--- src/rtl/mac_fir_sequencer.sv ---
`default_nettype none
// ============================================================================
//  Module   : mac_fir_sequencer
//  Purpose  : Drives one external signed multiply-add unit (c = a*b + din),
//             stepping it once per tap to produce an NUM_TAPS-tap FIR output
//             for every accepted input sample. The block owns the sample delay
//             line and the coefficient register file. Partial sums go back
//             into the MAC through mac_din. Each finished sum is latched into
//             y_out.
//  Revision : 1.0 - initial release
// ----------------------------------------------------------------------------
//  Ports
//    clk           in   system clock, rising edge
//    reset_n       in   asynchronous active-low reset
//    sample_in     in   signed input sample (A_WIDTH)
//    sample_valid  in   sample_in valid this cycle
//    coef_we       in   coefficient write strobe
//    coef_addr     in   coefficient index (ADDR_W)
//    coef_data     in   signed coefficient value (B_WIDTH)
//    clr_flags     in   clears overrun and cfg_err
//    mac_a         out  MAC a operand: d[k] in RUN, else 0
//    mac_b         out  MAC b operand: coef[k] in RUN, else 0
//    mac_din       out  MAC addend: running accumulator in RUN, else 0
//    mac_c         in   MAC result (A_WIDTH+B_WIDTH)
//    y_out         out  registered signed filter output
//    y_valid       out  one-cycle pulse, y_out updated
//    busy          out  high while a sample is being processed
//    overrun       out  sticky: a sample arrived while busy and was dropped
//    cfg_err       out  sticky: a coefficient write was rejected
// ============================================================================
module mac_fir_sequencer #(
    parameter int A_WIDTH  = 7,
    parameter int B_WIDTH  = 6,
    parameter int NUM_TAPS = 4,
    parameter int ADDR_W   = 2
) (
    input  logic                                clk,
    input  logic                                reset_n,
    input  logic signed [A_WIDTH-1:0]           sample_in,
    input  logic                                sample_valid,
    input  logic                                coef_we,
    input  logic        [ADDR_W-1:0]            coef_addr,
    input  logic signed [B_WIDTH-1:0]           coef_data,
    input  logic                                clr_flags,
    output logic signed [A_WIDTH-1:0]           mac_a,
    output logic signed [B_WIDTH-1:0]           mac_b,
    output logic signed [A_WIDTH+B_WIDTH-1:0]   mac_din,
    input  logic signed [A_WIDTH+B_WIDTH-1:0]   mac_c,
    output logic signed [A_WIDTH+B_WIDTH-1:0]   y_out,
    output logic                                y_valid,
    output logic                                busy,
    output logic                                overrun,
    output logic                                cfg_err
);

    localparam int                c_Y_W      = A_WIDTH + B_WIDTH;
    localparam logic [ADDR_W-1:0] c_LAST_TAP = ADDR_W'(NUM_TAPS - 1);

    typedef enum logic [0:0] {
        S_IDLE = 1'b0,
        S_RUN  = 1'b1
    } state_t;

    state_t                     r_state;
    logic signed [A_WIDTH-1:0]  r_dly  [NUM_TAPS];
    logic signed [B_WIDTH-1:0]  r_coef [NUM_TAPS];
    logic signed [c_Y_W-1:0]    r_acc;
    logic signed [c_Y_W-1:0]    r_y;
    logic        [ADDR_W-1:0]   r_k;
    logic                       r_y_valid;
    logic                       r_busy;
    logic                       r_overrun;
    logic                       r_cfg_err;

    logic signed [A_WIDTH-1:0]  w_dly_sel;
    logic signed [B_WIDTH-1:0]  w_coef_sel;
    logic                       w_addr_ok;
    logic                       w_coef_wr_ok;
    logic                       w_cfg_err_set;
    logic                       w_overrun_set;

    // Tap selection and address range check are done by explicit compare
    // against each tap index so that ADDR_W may be wider than needed to
    // address NUM_TAPS without out-of-range array indexing.
    always_comb begin
        w_dly_sel  = '0;
        w_coef_sel = '0;
        w_addr_ok  = 1'b0;
        for (int i = 0; i < NUM_TAPS; i++) begin
            if (r_k == ADDR_W'(i)) begin
                w_dly_sel  = r_dly[i];
                w_coef_sel = r_coef[i];
            end
            if (coef_addr == ADDR_W'(i)) begin
                w_addr_ok = 1'b1;
            end
        end
    end

    // A write in the cycle a sample is accepted sees the IDLE->RUN transition
    // and is treated as a write while busy.
    assign w_coef_wr_ok  = coef_we && (r_state == S_IDLE) && !sample_valid && w_addr_ok;
    assign w_cfg_err_set = coef_we && !w_coef_wr_ok;
    assign w_overrun_set = sample_valid && (r_state == S_RUN);

    assign mac_a   = (r_state == S_RUN) ? w_dly_sel  : '0;
    assign mac_b   = (r_state == S_RUN) ? w_coef_sel : '0;
    assign mac_din = (r_state == S_RUN) ? r_acc      : '0;

    assign y_out   = r_y;
    assign y_valid = r_y_valid;
    assign busy    = r_busy;
    assign overrun = r_overrun;
    assign cfg_err = r_cfg_err;

    always_ff @(posedge clk or negedge reset_n) begin
        if (!reset_n) begin
            r_state   <= S_IDLE;
            r_acc     <= '0;
            r_y       <= '0;
            r_k       <= '0;
            r_y_valid <= 1'b0;
            r_busy    <= 1'b0;
            r_overrun <= 1'b0;
            r_cfg_err <= 1'b0;
            for (int i = 0; i < NUM_TAPS; i++) begin
                r_dly[i]  <= '0;
                r_coef[i] <= '0;
            end
        end else begin
            r_y_valid <= 1'b0;

            if (w_coef_wr_ok) begin
                for (int i = 0; i < NUM_TAPS; i++) begin
                    if (coef_addr == ADDR_W'(i)) begin
                        r_coef[i] <= coef_data;
                    end
                end
            end

            // Set beats clear when both happen in one cycle.
            if (w_overrun_set) begin
                r_overrun <= 1'b1;
            end else if (clr_flags) begin
                r_overrun <= 1'b0;
            end

            if (w_cfg_err_set) begin
                r_cfg_err <= 1'b1;
            end else if (clr_flags) begin
                r_cfg_err <= 1'b0;
            end

            case (r_state)
                S_IDLE: begin
                    if (sample_valid) begin
                        r_dly[0] <= sample_in;
                        for (int i = 1; i < NUM_TAPS; i++) begin
                            r_dly[i] <= r_dly[i-1];
                        end
                        r_k     <= '0;
                        r_acc   <= '0;
                        r_busy  <= 1'b1;
                        r_state <= S_RUN;
                    end
                end
                S_RUN: begin
                    r_acc <= mac_c;
                    r_k   <= r_k + ADDR_W'(1);
                    if (r_k == c_LAST_TAP) begin
                        r_y       <= mac_c;
                        r_y_valid <= 1'b1;
                        r_busy    <= 1'b0;
                        r_state   <= S_IDLE;
                    end
                end
                default: begin
                    r_state <= S_IDLE;
                    r_busy  <= 1'b0;
                end
            endcase
        end
    end

endmodule
`default_nettype wire

--- config.mk ---
export PLATFORM = sky130hd
export DESIGN_NAME = mac_fir_sequencer
export DESIGN_NICKNAME = d
export VERILOG_FILES = /design/src/rtl/mac_fir_sequencer.sv
export SDC_FILE = /design/constraint.sdc
export NUM_CORES = 1
export LEC_CHECK = 0
export CAP_MARGIN = 20
export CORE_MARGIN = 3
export CORE_UTILIZATION = 46
export CTS_CLUSTER_DIAMETER = 30
export DETAILED_ROUTE_END_ITERATION = 6
export GPL_ROUTABILITY_DRIVEN = 0
export HOLD_SLACK_MARGIN = 0.06
export PLACE_DENSITY = 0.76
export SLEW_MARGIN = 20
export SYNTH_ARGS = -nofsm -noshare
export SYNTH_HDL_FRONTEND = slang
export SYNTH_SLANG_ARGS = --single-unit
--- constraint.sdc ---
create_clock -name clk -period 1.45 [get_ports clk]
set_input_delay 0.29 -clock clk [delete_from_list [all_inputs] [get_ports clk]]
set_output_delay 0.29 -clock clk [all_outputs]
set_load 0.01 [all_outputs]
---- After elaboration in Yosys (flattened, before gate mapping) ----
Index checks and enable logic that the tools add are counted.
storage, ports and cells
  flip-flop bits (word level) ............. 85
  output and inout port bits .............. 43
operators by class
  add/subtract/negate cells ............... 1
  eq/ne operators ......................... 8
  mux-type cells .......................... 30
  bitwise gates (word level) .............. 1
  reductions and logical operators ........ 18
operators with widths
  cell                                                    number
  2-to-1 mux 7 bit                                        5
  2-to-1 mux 6 bit                                        5
  2-to-1 mux 13 bit                                       2
  one-hot mux 13 bit (2 select lines)                     1
  AND reduction 2 bit                                     7
  2-to-1 mux 1 bit                                        13
  == test 2 bit (second input constant)                   4
  logical AND 1 bit                                       5
  == test 2 x 1 -> 1 bit (second input constant)          2
  zero test 2 bit                                         2
  one-hot mux 1 bit (2 select lines)                      2
  one-hot mux 2 bit (2 select lines)                      1
  nonzero test 2 bit                                      2
  adder 2 x 1 -> 2 bit (second input constant)            1
  zero test 1 bit                                         2
  2-to-1 mux 2 bit                                        1
  inequality test 2 x 1 -> 1 bit (second input constant)  1
  inequality test 2 bit (second input constant)           1
  NOT 1 bit                                               1

---- Longest topological paths before layout ----
Gate-level depths: netlist of run 1.
  word-level depth ........................ 9
  mapped depth ............................ 6

---- Least setup slack after synthesis of run 1 ----
No wires, ideal clock.
  path type ............................... reg-to-output
  from .................................... register r_k[0]
  to ...................................... output mac_a[0]
  arrival time ............................ 1.416 ns
  data required time ...................... 1.160 ns
  path slack .............................. -0.256 ns
  cell stages (with the launch flop) ...... 7
  buffers on the path ..................... 1
  path through ............................ dfrtp_1 -> inv_1 -> ha_1 -> nor2b_1 -> buf_2 -> a221oi_1 -> o21ai_0
between the ends
  word-level cells in the longest chain between the ends .. 6
  elaborated cells on any way between the ends .. 9
  those cells by class .................... eq/ne (3); mux (5); reduce/logical (1)
ends and longest elaborated chain
  element                        line  RTL
  start, declared                69    logic [ADDR_W-1:0] r_k;
  start signal, assigned         169   r_k <= r_k + ADDR_W'(1);
  zero test 2 bit                90    if (r_k == ADDR_W'(i)) begin
  2-to-1 mux 7 bit (3 in a row)  90
  2-to-1 mux 7 bit (*)           90
  2-to-1 mux 7 bit (*)           106   assign mac_a = (r_state == S_RUN) ? w_dly_sel : '0;
  end, declared                  45    output logic signed [A_WIDTH-1:0] mac_a,
Every way passes the cells marked *; elsewhere a longest branch is shown, timed or not.

---- Worst setup path after layout of run 1 ----
  from .................................... register r_k[0]
  to ...................................... output mac_a[6]
The elaborated chain is that of the path after synthesis.

==> key figures, run 1 <==
STA
  – Worst Tran Pin Value: 0.3985 ns
  – Rel. slew slack: 73.43%
  – RSZ-0062 raised after global routing: true
  – Final min period: 2.185 ns
  – Final hold vios: 0
  – Final period util: 150.7%
  – Max-slew violations: 0
  – Final setup vio count: 69
  – Minimum hold slack: 0.3398 ns
  – Final setup margin: -0.7348 ns
  – Setup tns final: -12.87 ns
  – Setup skew after layout: 0.008997 ns
  – Max frequency: 457.7 MHz

Power
  – Switch Pwr: 4.922 mW
  – Sw Share: 35.33%
  – Total internal power: 9.009 mW
  – Pwr dens: 2334 nW/µm²
  – Worst VDD drop: 0.001591 V
  – Combinational Power Share: 55.4%
  – Static leakage: 2.808 nW
  – Sequential share of power: 31.4%
  – Design Power: 13.93 mW
  – Clk pwr share: 13.1%

Cells and area
  – Final net count: 510
  – P&R area growth vs syn: 59.46%
  – Most common cell after layout, fill and taps aside: dfrtp_1
  – Share of layout cells above drive strength 1: 46.54%
  – Commonest cells after routing, fill and taps aside: 83 x dfrtp_1, 66 x nand2_1, 43 x buf_4, 39 x mux2_4, 33 x buf_6
  – Final instance area: 5969 µm²
  – Layout Cells excl Fill: 579
  – # diodes: 0
  – Util after Layout: 76.46%

Place
  – Placed wire-length estimate: 6.000 mm
  – Placed Area: 5080 µm²
  – Port Buffers: 75
  – Placement-stage worst setup slack: -0.6475 ns
  – Cell count after placement: 538

Worst setup path
  – Worst setup SP type: flop
  – R2R setup slack: -0.13 ns
  – Reg2Reg Depth: 5
  – WS Path Type: reg2out
  – CP Launch Point: r_k[0]
  – Worst setup EP type: primary output
  – WP data required: 1.16 ns
  – Critical Path Fanout Max: 5
  – Worst R2R Start: r_state
  – Worst path arrival time: 1.89 ns

Detailed routing
  – ANT nets after route: 0
  – Average wire per cell in the routed design: 18.18 µm
  – Routed WL: 10.53 mm
  – First-pass iteration count of the detailed router: 4
  – Vias/cell: 5.351
  – Initial DRC Count: 171
  – Drt drc: 0
  – Via count: 3098

Floorplan
  – Die area: 9256 µm²
  – Die width: 96.21 µm
  – Row count: 32
  – Starting density of the core: 47.95%
  – Die H: 96.21 µm
  – Top-level port count: 76
  – Core area: 7807 µm²

Synthesis
  – Xor-xnor portion of the synthesized cell area: 0%
  – Post-Synth Adder-Cell Area: 1.337%
  – Synth Area in Compound Gates: 9.057%
  – Mux cell area share after synthesis: 15.64%
  – Register area share after synthesis: 56.82%
  – Post-Synthesis Cells: 331
  – Area share of and/or/nand/nor cells after synthesis: 14.04%
  – Cell Area, Synth: 3744 µm²
  – Largest family of logic cells by synthesized area: multiplexers
  – Netlist cell types: 27
  – Syn_nets: 368
  – Synth warnings: 0
  – Mean Syn Cell Area: 11.31 µm²
  – Flops & latches, synth: 85

Clock tree
  – H-Tree Depth: 3
  – Reg clk slew, reported paths: 0.08 ns
  – CTS tree: done
  – Clock Latency Late Sink: 0.36 ns
  – Root Driver: clkbuf_8
  – CTS sink cnt: 85
  – TritonCTS Buffers: 9
  – Clk buf depth: 2

Global routing
  – First-pass GRT wire length: 16.77 mm
  – Largest net degree at the start of global routing: 33
  – Initial antenna violation count: 0
  – GRT Total Usage: 24.11%
  – Aggregate global routing overflow: 0
  – Vias in the first global route: 3313

Hold path
  – Hold WC Path Type: in2reg
  – HP Start: sample_valid
  – Hold path depth: 3

Run
  – Max Cap Viol: 0

Run status
  – Status: finished with violations
  – Violated checks: setup timing
-- worst max-delay path, stage by stage, from the launching register on --
cell and delay (ns):
dfrtp_2 0.45, buf_6 0.13, ha_4 0.18, nor2b_4 0.20
buf_6 0.13, a221oi_1 0.06, o21ai_1 0.22, buf_2 0.18
-- Yosys cell counts --
library cell / n / share of area (%)
and2b_1: 1 / 0.20
buf_4: 1 / 0.20
mux2_2: 52 / 16
or2_2: 1 / 0.17
nor2_1: 2 / 0.20
and2_1: 13 / 2.2
o21ai_0: 41 / 5.5
nor2_4: 1 / 0.30
nand2_1: 67 / 6.7
nand2b_1: 13 / 2.2
nand4b_2: 1 / 0.40
nand3_1: 1 / 0.13
o21ai_1: 1 / 0.13
nor3_1: 1 / 0.13
inv_1: 5 / 0.50
buf_2: 12 / 1.6
a21o_1: 1 / 0.20
ha_1: 4 / 1.3
a221oi_1: 13 / 3.0
o31ai_1: 1 / 0.20
nand4_2: 1 / 0.33
and4b_1: 1 / 0.27
and4bb_2: 1 / 0.33
dfrtp_1: 85 / 57
nor2b_1: 3 / 0.50
clkinv_1: 1 / 0.10
clkbuf_1: 7 / 0.70
-- power by group through the flow --
stage	registers (mW)	clock network [mW]	logic (mW)
2_1_floorplan	4.18	0	3.14
3_3_place_gp	4.17	0	5.86
5_1_grt	4.50	1.95	8.25
6_report	4.38	1.83	7.72
3_5_place_dp	4.23	0	5.96
4_1_cts	4.24	1.83	7.30
-- path summary, 6_finish.rpt --
path / to
worst max-delay path: mac_a[6]
worst min-delay path: overrun
worst max register to register: r_coef[23]
worst min register to register: y_out[5]
max in group asynchronous: r_k[0]
min in group asynchronous: r_coef[8]
-- sequential cells by signal, summed over array words and instances, names as in the netlist, 2 cells and up --
signal,count
r_dly,28
r_k,2
r_coef,24
r_acc,13
y_out,13
-- repair_timing --
item | in CTS | in global routing
setup buffers | 24 | 6
gates cloned | 5 | 0
hold buffers | 1 | 0
endpoints found under the setup margin | 99 | 101
pin swaps | 15 | 7
hold endpoints to repair | 24 | 0
gates resized for setup | 216 | 47
-- logic make-up after synthesis --
kind of cell / Yosys count
fa+ha+maj: 4
compound gates: 57
simple gates: 107
mux: 52
buf+inv: 26
flops: 85
-- layout make-up --
class	count	area, µm²
flip-flops and latches	85	2130
multi-input cells	220	1961
fillers	489	1838
repair buffers	151	1514
well taps	102	127.6
clock buffers	9	123.9
clock inverters	6	88.84
inverters	6	25.02
-- metal layers --
layer / GRT usage (%) / part of all wire [%] / vias to the layer above
met4: 8.057 / 1.8 / 0
met5: 0 / 0 / -
met3: 4.222 / 4.6 / 16
met1: 31.21 / 43 / 1569
li1: - / - / 1415
met2: 40.83 / 50 / 98
(Power assumes the default switching activity.)
==> run 2, diff against run 1 <==
--- a/config.mk
+++ b/config.mk
@@ -8,4 +8,6 @@
 export CAP_MARGIN = 20
+export CELL_PAD_IN_SITES_DETAIL_PLACEMENT = 1
+export CELL_PAD_IN_SITES_GLOBAL_PLACEMENT = 2
 export CORE_MARGIN = 3
-export CORE_UTILIZATION = 46
+export CORE_UTILIZATION = 30
 export CTS_CLUSTER_DIAMETER = 30
@@ -14,3 +16,3 @@
 export HOLD_SLACK_MARGIN = 0.06
-export PLACE_DENSITY = 0.76
+export PLACE_DENSITY_LB_ADDON = 0.1
 export SLEW_MARGIN = 20
==> constraint.sdc (replaced) <==
create_clock -name clk -period 1.45 [get_ports clk]
set_input_delay 0.3625 -clock clk [delete_from_list [all_inputs] [get_ports clk]]
set_output_delay 0.3625 -clock clk [all_outputs]
set_load 0.01 [all_outputs]
==> run 2 against run 1 <==
  * The flow still finishes with violations (setup timing)
  * Design area rose by 5.1%
  * Clock skew fell by 0.0023 ns
  * Global-route usage fell by 7.7 points
  * Sequential share of layout area fell by 1.8 points
  * Critical path depth did not move
  * Fmax fell by 0.38%
  * Die area rose by 50%
  * Setup slack got worse by 0.0083 ns
  * Routed wire length rose by 7.1%
  * Largest power group unchanged
==> key figures, run 2 (synthesis results as in run 1) <==
Run status
  – Status: finished with violations
  – Violated checks: setup timing

STA
  – Setup skew after layout: 0.006708 ns (-0.002289 ns)
  – Worst Tran Pin Value: 0.3378 ns (-0.06077 ns)
  – Max frequency: 456.0 MHz (-0.38%)
  – Final min period: 2.193 ns (+0.008265 ns)
  – Final setup vio count: 80 (+16%)
  – Final period util: 151.2% (+0.57 points)
  – Max-slew violations: 0 (unchanged)
  – RSZ-0062 raised after global routing: true
  – Minimum hold slack: 0.4534 ns (+0.1137 ns)
  – Final hold vios: 0 (unchanged)
  – Final setup margin: -0.7431 ns (-0.008265 ns)
  – Setup tns final: -21.30 ns (-8.429 ns)
  – Rel. slew slack: 77.48% (+4.1 points)

Place
  – Port Buffers: 75 (unchanged)
  – Placement-stage worst setup slack: -0.7447 ns (-0.09728 ns)
  – Placed wire-length estimate: 6.989 mm (+16%)

Cells and area
  – Util after Layout: 51.82% (-25 points)
  – Fillcell total: 1293 (+160%)
  – Largest regs: r_dly (28), r_coef (24)
  – # diodes: 0 (unchanged)
  – Largest Register: r_dly
  – Reg area: 2127 µm² (-0.12%)
  – P&R area growth vs syn: 67.65%
  – Commonest cells after routing, fill and taps aside: 85 x dfrtp_1, 65 x nand2_1, 42 x buf_4, 41 x mux2_4, 41 x buf_6
  – Most common cell after layout, fill and taps aside: dfrtp_1
  – Final net count: 518 (+1.6%)
  – Share of layout cells above drive strength 1: 48.77% (+2.2 points)
  – Number of flip-flops in the largest register: 28 (unchanged)
  – Footprint of the multi-input gates: 2012 µm² (+2.6%)

Clock tree
  – CTS tree: done
  – Reg clk slew, reported paths: 0.07 ns (about the same)
  – CTS sink cnt: 85 (unchanged)
  – Clock Latency Late Sink: 0.33 ns (-0.03 ns)
  – TritonCTS Buffers: 9 (unchanged)
  – Root Driver: clkbuf_16
  – H-Tree Depth: 3 (unchanged)
  – Clk buf depth: 2 (unchanged)

Floorplan
  – Die H: 117.7 µm (+22%)
  – Top-level port count: 76 (unchanged)
  – Die area: 13850 µm² (+50%)
  – Row count: 40 (+25%)
  – Die width: 117.7 µm (+22%)
  – Core area: 12110 µm² (+55%)
  – Starting density of the core: 30.91% (-17 points)

Detailed routing
  – Routed WL: 11.28 mm (+7.1%)
  – First-pass iteration count of the detailed router: 4 (unchanged)
  – Initial DRC Count: 53 (-69%)
  – Via count: 3070 (-0.90%)
  – Vias/cell: 4.694 (-12%)
  – Drt drc: 0 (unchanged)
  – ANT nets after route: 0 (unchanged)
  – Average wire per cell in the routed design: 17.24 µm (-5.1%)

Global routing
  – Aggregate global routing overflow: 0 (unchanged)
  – Vias in the first global route: 3375 (+1.9%)
  – GRT Total Usage: 16.41% (-7.7 points)
  – Largest net degree at the start of global routing: 32 (-3.0%)
  – First-pass GRT wire length: 18.22 mm (+8.6%)
  – Initial antenna violation count: 0 (unchanged)

Run
  – Max Cap Viol: 0 (unchanged)

Worst setup path
  – CP max stage delay: 0.40 ns (-0.05 ns)
  – Worst Path Buf+Inv: 4 (+1)
  – CP delay by family, top: buffers and inverters
  – Worst setup SP type: flop
  – Critical Path Fanout Max: 5 (unchanged)
  – R2R setup slack: -0.22 ns (-0.09 ns)
  – Worst-path cell chain: buf_6, ha_4, buf_6, buf_4, a221oi_4, o21ai_2, buf_2
  – WP data required: 1.09 ns (-0.07 ns)
  – Worst setup EP type: primary output
  – Most frequent CP cell: buf_6
  – Slowest stage cell, crit path: dfrtp_1
  – Worst path arrival time: 1.83 ns (-0.06 ns)
  – WS Path Type: reg2out

Power
  – Worst VDD drop: 0.0008980 V (-44%)
  – Design Power: 14.63 mW (+5.0%)
  – Static leakage: 2.929 nW (+4.3%)
  – Pwr dens: 2330 nW/µm² (-0.14%)

Hold path
  – Hold WC Path Type: in2async
==> run 2: cell types whose count changed in the layout (fill, tap and decap cells not counted), moves of 4 or more <==
cell,previous run,this run
o21ai_1,20,11
clkbuf_8,9,2
buf_6,33,41
clkbuf_1,0,4
o21ai_2,10,18
clkbuf_16,0,10
==> run 2: area by class of cell <==
| class | instances | share of cell area (%) |
|---|---|---|
| Tap cell | 168 | 3.349 |
| Sequential cell | 85 | 33.89 |
| Clock inverter | 1 | 0.07974 |
| Clock buffer | 15 | 4.266 |
| Multi-Input combinational cell | 220 | 32.06 |
| Inverter | 6 | 0.4386 |
| Timing Repair Buffer | 159 | 25.92 |
==> run 2: path summary, 6_finish.rpt <==
check / from / to / depth (start not counted)
worst min-delay path: reset_n / y_out[12] / 2
worst max-delay path: r_k[0] / mac_b[1] / 7
worst max register to register: r_state / r_dly[4] / 7
min in group clk: y_out[6] / y_out[6] / 2
max in group asynchronous: reset_n / y_out[4] / 3
worst min register to register: y_out[6] / y_out[6] / 2
==> run 2: worst reg2reg max path, cell delays in order, from the launching register on <==
cell and delay [ns]:
dfrtp_1 0.40, buf_6 0.14, buf_12 0.13, buf_6 0.11, nor2b_4 0.15, buf_6 0.16, buf_12 0.14, mux2_4 0.31
==> run 2: per-stage QoR <==
step,cells,cell area [µm²]
2_1_floorplan,331,3884
3_3_place_gp,607,5172
3_5_place_dp,607,5172
4_1_cts,654,6060
5_1_grt,654,6276
6_report,654,6276
==> run 2: repair_timing <==
item                       in CTS  in global routing
gates resized for setup       222                 56
buffers inserted               27                  8
hold endpoints to repair       14                  0
hold buffers                    1                  0
pin swaps                      14                 18
setup endpoints to repair      99                101
gates cloned                    4                  1
==> run 2: metal layers <==
metal / part of all wire [%] / GRT usage, % / vias to the layer above
met4: 0.93 / 4.322 / 0
met2: 50 / 27.70 / 54
met1: 45 / 21.38 / 1565
li1: - / - / 1443
met3: 3.2 / 3.556 / 8
met5: 0 / 0 / -
==> run 2: report_power, final <==
part | leakage [nW] | total, mW | switching [mW] | internal, mW
registers | 1.03 | 4.34 | 0.835 | 3.51
logic | 1.76 | 8.11 | 3.28 | 4.83
clock network | 0.134 | 2.17 | 0.917 | 1.26
==> variant 1, RTL diff (flow settings as in run 2) <==
Add an input register stage for `mac_c`, without a reset; this delays it by one clock. The other inputs are not delayed to match.
--- a/src/rtl/mac_fir_sequencer.sv
+++ b/src/rtl/mac_fir_sequencer.sv
@@ -60,6 +60,12 @@
         S_IDLE = 1'b0,
         S_RUN  = 1'b1
     } state_t;
+
+    logic signed [A_WIDTH+B_WIDTH-1:0] mac_c_q;
+
+    always_ff @(posedge clk) begin
+        mac_c_q <= mac_c;
+    end
 
     state_t                     r_state;
     logic signed [A_WIDTH-1:0]  r_dly  [NUM_TAPS];
@@ -165,10 +171,10 @@
                     end
                 end
                 S_RUN: begin
-                    r_acc <= mac_c;
+                    r_acc <= mac_c_q;
                     r_k   <= r_k + ADDR_W'(1);
                     if (r_k == c_LAST_TAP) begin
-                        r_y       <= mac_c;
+                        r_y       <= mac_c_q;
                         r_y_valid <= 1'b1;
                         r_busy    <= 1'b0;
                         r_state   <= S_IDLE;
Function: changed (Yosys sat finds a counterexample within 4 cycles, from zero or initial values and one cycle with reset_n low).
==> variant 1 against run 2 <==
- the run still ends with setup timing left
- first-iteration DRC count increased by 150%
- worst setup slack better by 0.030 ns
- global-route usage grew 1.0 points
- power up 3.9%
- design area up 3.4%
- sequential cell count grew 13
- sequential share of layout area rose by 2.9 points
- wire length rose by 7.6%
- combinational power up 1%
- synthesized area grew 7.0%
- critical path type unchanged
- critical endpoint is now mac_a[5]
- largest cell class unchanged
==> variant 1: results (changes against run 2) <==
| Metric | Value |
|---|---|
| Final Setup Violations | `79 (-1.3%)` |
| Syn Inst Count | `344 (+3.9%)` |
| Skew final | `0.005963 ns (-0.0007450 ns)` |
| Dominant cells by area after synthesis | `dfrtp_1 (53%), mux2_2 (15%), dfxtp_1 (6.5%), nand2_1 (6.3%), o21ai_0 (5.1%)` |
| HPWL after DPL | `6871 µm (-1.7%)` |
| Sequential area share after synthesis | `0.5963 (+0.02807)` |
| DR iter-0 viols | `132 (+150%)` |
| Reg2Reg Setup Slack | `-0.43 ns (-0.21 ns)` |
| First-pass GRT wire length | `19480 µm (+6.9%)` |
| M1 wire length | `5430 µm (+5.8%)` |
| Post-DR vias/cell | `4.673 (-0.46%)` |
| FFs w/ async S/R, synth | `0.8673 (-0.1327)` |
| Sequential power share | `0.314 (+0.017)` |
| Failing checks | `setup timing` |
| GRT Util Overall | `0.1742 (+0.01012)` |
| Arrival time worst endpoint | `1.80 ns (-0.03 ns)` |
| Max incr delay on CP | `0.43 ns (+0.03 ns)` |
| Adder-Cell Fraction of Synth Area | `0.01250 (-0.0008690)` |
| Status | `complete, but fails checks` |
| Final hold slack | `0.04165 ns (-0.4118 ns)` |
| Crit path max-delay cell type | `dfrtp_2` |
| Mapped Nets | `381 (+3.5%)` |
| DP Area | `0.005358 mm² (+3.6%)` |
| Vias in the first global route | `3416 (+1.2%)` |
| Final worst slack | `-0.7126 ns (+0.03047 ns)` |
| Largest net degree at the start of global routing | `86 (+170%)` |
| Met1 Resource Use GR | `0.2273 (+0.01342)` |
| Port bufs | `75 (unchanged)` |
| Synth unique cells | `28 (+3.7%)` |
| Synth Area in Compound Gates | `0.08469 (-0.005887)` |
| Switching pwr | `5.268 mW (+4.6%)` |
| Capturing point of the worst reg2reg path | `r_coef[7]` |
| Clock Power Share | `0.147 (-0.002)` |
| Layout Nets | `523 (+0.97%)` |
| Metal2 WL | `6119 µm (+7.7%)` |
| Placed Instances | `610 (+0.49%)` |
| Share of cells above drive strength 1 | `0.4868 (-0.0008926)` |
| Sum Neg Setup Slack | `-29.42 ns (-8.113 ns)` |
| Mux contribution to synthesized area | `0.1463 (-0.01017)` |
| Worst-path maximum fanout | `8 (+3)` |
| Avg WL per Cell | `18.30 µm (+6.1%)` |
| Met3 Resource Use GR | `0.04009 (+0.004533)` |
| Total Power Consumption | `15.19 mW (+3.9%)` |
| DR WL met3 | `399 µm (+11%)` |
variant 1: final cells by class:
cell class | instances | area [µm²]
multi-input combinational | 220 | 2051
sequential | 98 | 2390
clock buffer | 13 | 260.3
tap | 172 | 215.2
timing repair buffer | 151 | 1534
fill | 1352 | 6335
inverter | 6 | 25.02
clock inverter | 3 | 15.01
variant 1: timing repair:
item	in CTS	in global routing
resized for setup	244	51
setup endpoints to repair	108	98
setup buffers	32	11
pin swaps	10	12
gates cloned	4	1
variant 1: how the worst max path moves through the flow:
stage / to / cells after the start / slack, ns / from
5_1_grt: mac_b[1] / 7 / -0.81 / r_k[1]
4_1_cts: mac_a[5] / 7 / -0.76 / r_k[0]
3_3_place_gp: mac_b[4] / 6 / -0.71 / r_k[0]
3_5_place_dp: mac_a[6] / 7 / -0.74 / r_k[1]
6_report: mac_a[5] / 7 / -0.71 / r_k[0]
2_1_floorplan: mac_b[4] / 5 / -0.14 / r_k[0]
==> variant 2, RTL diff (settings of run 2) <==
Made on the original files. Change the parameter `NUM_TAPS` from 4 to 2.
--- a/src/rtl/mac_fir_sequencer.sv
+++ b/src/rtl/mac_fir_sequencer.sv
@@ -31,7 +31,7 @@
 module mac_fir_sequencer #(
     parameter int A_WIDTH  = 7,
     parameter int B_WIDTH  = 6,
-    parameter int NUM_TAPS = 4,
+    parameter int NUM_TAPS = 2,
     parameter int ADDR_W   = 2
 ) (
     input  logic                                clk,
Check against the original RTL: not equivalent (a bounded check fails within 4 cycles, from zero or initial values and one cycle with reset_n low).
==> variant 2 against run 2 <==
- the run still ends with setup timing left
- design area shrank 36%
- worst setup slack gained 0.12 ns
- critical path depth did not move
- global-route usage decreased by 1.3 points
- die area shrank 32%
- wire length down 38%
- sequential cell count decreased by 26
- synthesized area is 34% lower
- synthesized cell count shrank 32%
- first-iteration DRC count decreased by 21%
- power decreased by 42%
- critical endpoint is now mac_a[0]
- largest power group unchanged
==> variant 2: results (changes against run 2) <==
| Metric | Value |
|---|---|
| Status | `complete, but fails checks` |
| Failing checks | `setup timing` |
| Placeable core region | `0.007888 mm² (-35%)` |
| Rel. slew slack | `0.6669 (-0.1079)` |
| Non-clk invs | `7 (+1)` |
| Most frequent cells after synthesis | `nand2_1 (67), dfrtp_1 (59), mux2_2 (26)` |
| Synth unique cells | `21 (-22%)` |
| Synth Area in Compound Gates | `0.08623 (-0.004342)` |
| Final hold slack | `0.4672 ns (+0.01375 ns)` |
| Met2 GRT Util | `0.2373 (-0.03978)` |
| Clk cell area share | `0.03963 (-0.003833)` |
| Layout clock buffer count | `12 (-3)` |
| First-pass GRT wire length | `11360 µm (-38%)` |
| Filler Cells Inserted | `853 (-34%)` |
| Arrival time worst endpoint | `1.71 ns (-0.12 ns)` |
| Reg2Reg Setup Slack | `-0.31 ns (-0.09 ns)` |
| HPWL after DPL | `4536 µm (-35%)` |
| Share of cells above drive strength 1 | `0.3851 (-0.1026)` |
| Fraction of area in multi-input gates | `0.2681 (-0.05246)` |
| Final worst slack | `-0.6235 ns (+0.1196 ns)` |
| Number of diodes | `0 (unchanged)` |
| Non-clock buffer area fraction after layout | `0.2879 (+0.02876)` |
| H-tree level count | `3 (unchanged)` |
| Largest register FFs | `14 (-50%)` |
| Sequential area share after synthesis | `0.5951 (+0.02688)` |
| Skew final | `0.009065 ns (+0.002357 ns)` |
| Min-Delay Path Class | `reg2reg` |
| DP Area | `0.003562 mm² (-31%)` |
| Synthesized area per cell | `11.08 µm² (-2.1%)` |
| Flip-flop and latch count | `59 (-31%)` |
| Met1 Resource Use GR | `0.2061 (-0.007724)` |
| Adder-Cell Fraction of Synth Area | `0.01009 (-0.003283)` |
| Largest net degree at the start of global routing | `18 (-44%)` |
| Root Buffer | `clkbuf_8` |
| Dominant cells by area after synthesis | `dfrtp_1 (60%), mux2_2 (12%), nand2_1 (10%), a22o_1 (4.9%), and2_1 (3.3%)` |
| Post-DR vias/cell | `4.542 (-3.2%)` |
| Register share of the cell area | `0.3656 (+0.02672)` |
| Mux contribution to synthesized area | `0.1180 (-0.03841)` |
| Worst VDD drop | `0.8079 mV (-10%)` |
| DR iter-0 viols | `42 (-21%)` |
| Max Slew Vio Count | `0 (unchanged)` |
| Layout Nets | `379 (-27%)` |
| Capturing point of the worst reg2reg path | `r_coef[9]` |
| Sum Neg Setup Slack | `-15.93 ns (+5.374 ns)` |
| Plain + repair buffers | `120 (-25%)` |
| Hold Startpoint | `y_out[8]` |
| Avg WL per Cell | `15.66 µm (-9.2%)` |
| Final WL | `7046 µm (-38%)` |
| Dpl ws | `-0.5831 ns (+0.1616 ns)` |
| Final Setup Violations | `54 (-33%)` |
| Mapped Nets | `259 (-30%)` |
| Vias in the first global route | `2105 (-38%)` |
| Met3 Resource Use GR | `0.03317 (-0.002395)` |
| Multi-input logic cell count | `147 (-33%)` |
| Multi-input logic area | `0.001084 mm² (-46%)` |
| Worst-path maximum fanout | `7 (+2)` |
| GRT Util Overall | `0.1515 (-0.01254)` |
| Placed Instances | `412 (-32%)` |
| Pleak | `1.995 nW (-32%)` |
| Crit path to | `mac_a[0]` |
-- variant 2: report_power, final --
group	leakage, nW	total [mW]	switching (mW)	internal [mW]
Combinational	1.19	4.39	1.84	2.56
Clock	0.0860	1.26	0.610	0.650
Sequential	0.717	2.88	0.450	2.43
-- variant 2: metal layers --
layer / part of all wire / vias up / wire, µm
met3: 0.044 / 5 / 310
met2: 0.50 / 51 / 3489
met1: 0.45 / 1007 / 3181
met4: 0.0092 / 0 / 65
met5: 0 / - / 0
li1: - / 981 / -
-- variant 2: what timing repair did --
item / CTS / global route
endpoints found under the setup margin: 69 / 53
buffers inserted: 15 / 7
gates cloned: 2 / 0
pin swaps: 8 / 7
hold buffers: 1 / 0
resized for setup: 182 / 15
endpoints found under the hold margin: 12 / 0
-- variant 2: worst max-delay path, stage by stage (launching register included) --
cell     delay, ns
dfrtp_1       0.41
inv_1         0.07
ha_2          0.17
nor3b_4       0.15
buf_6         0.13
buf_12        0.13
a22o_1        0.20
buf_2         0.14
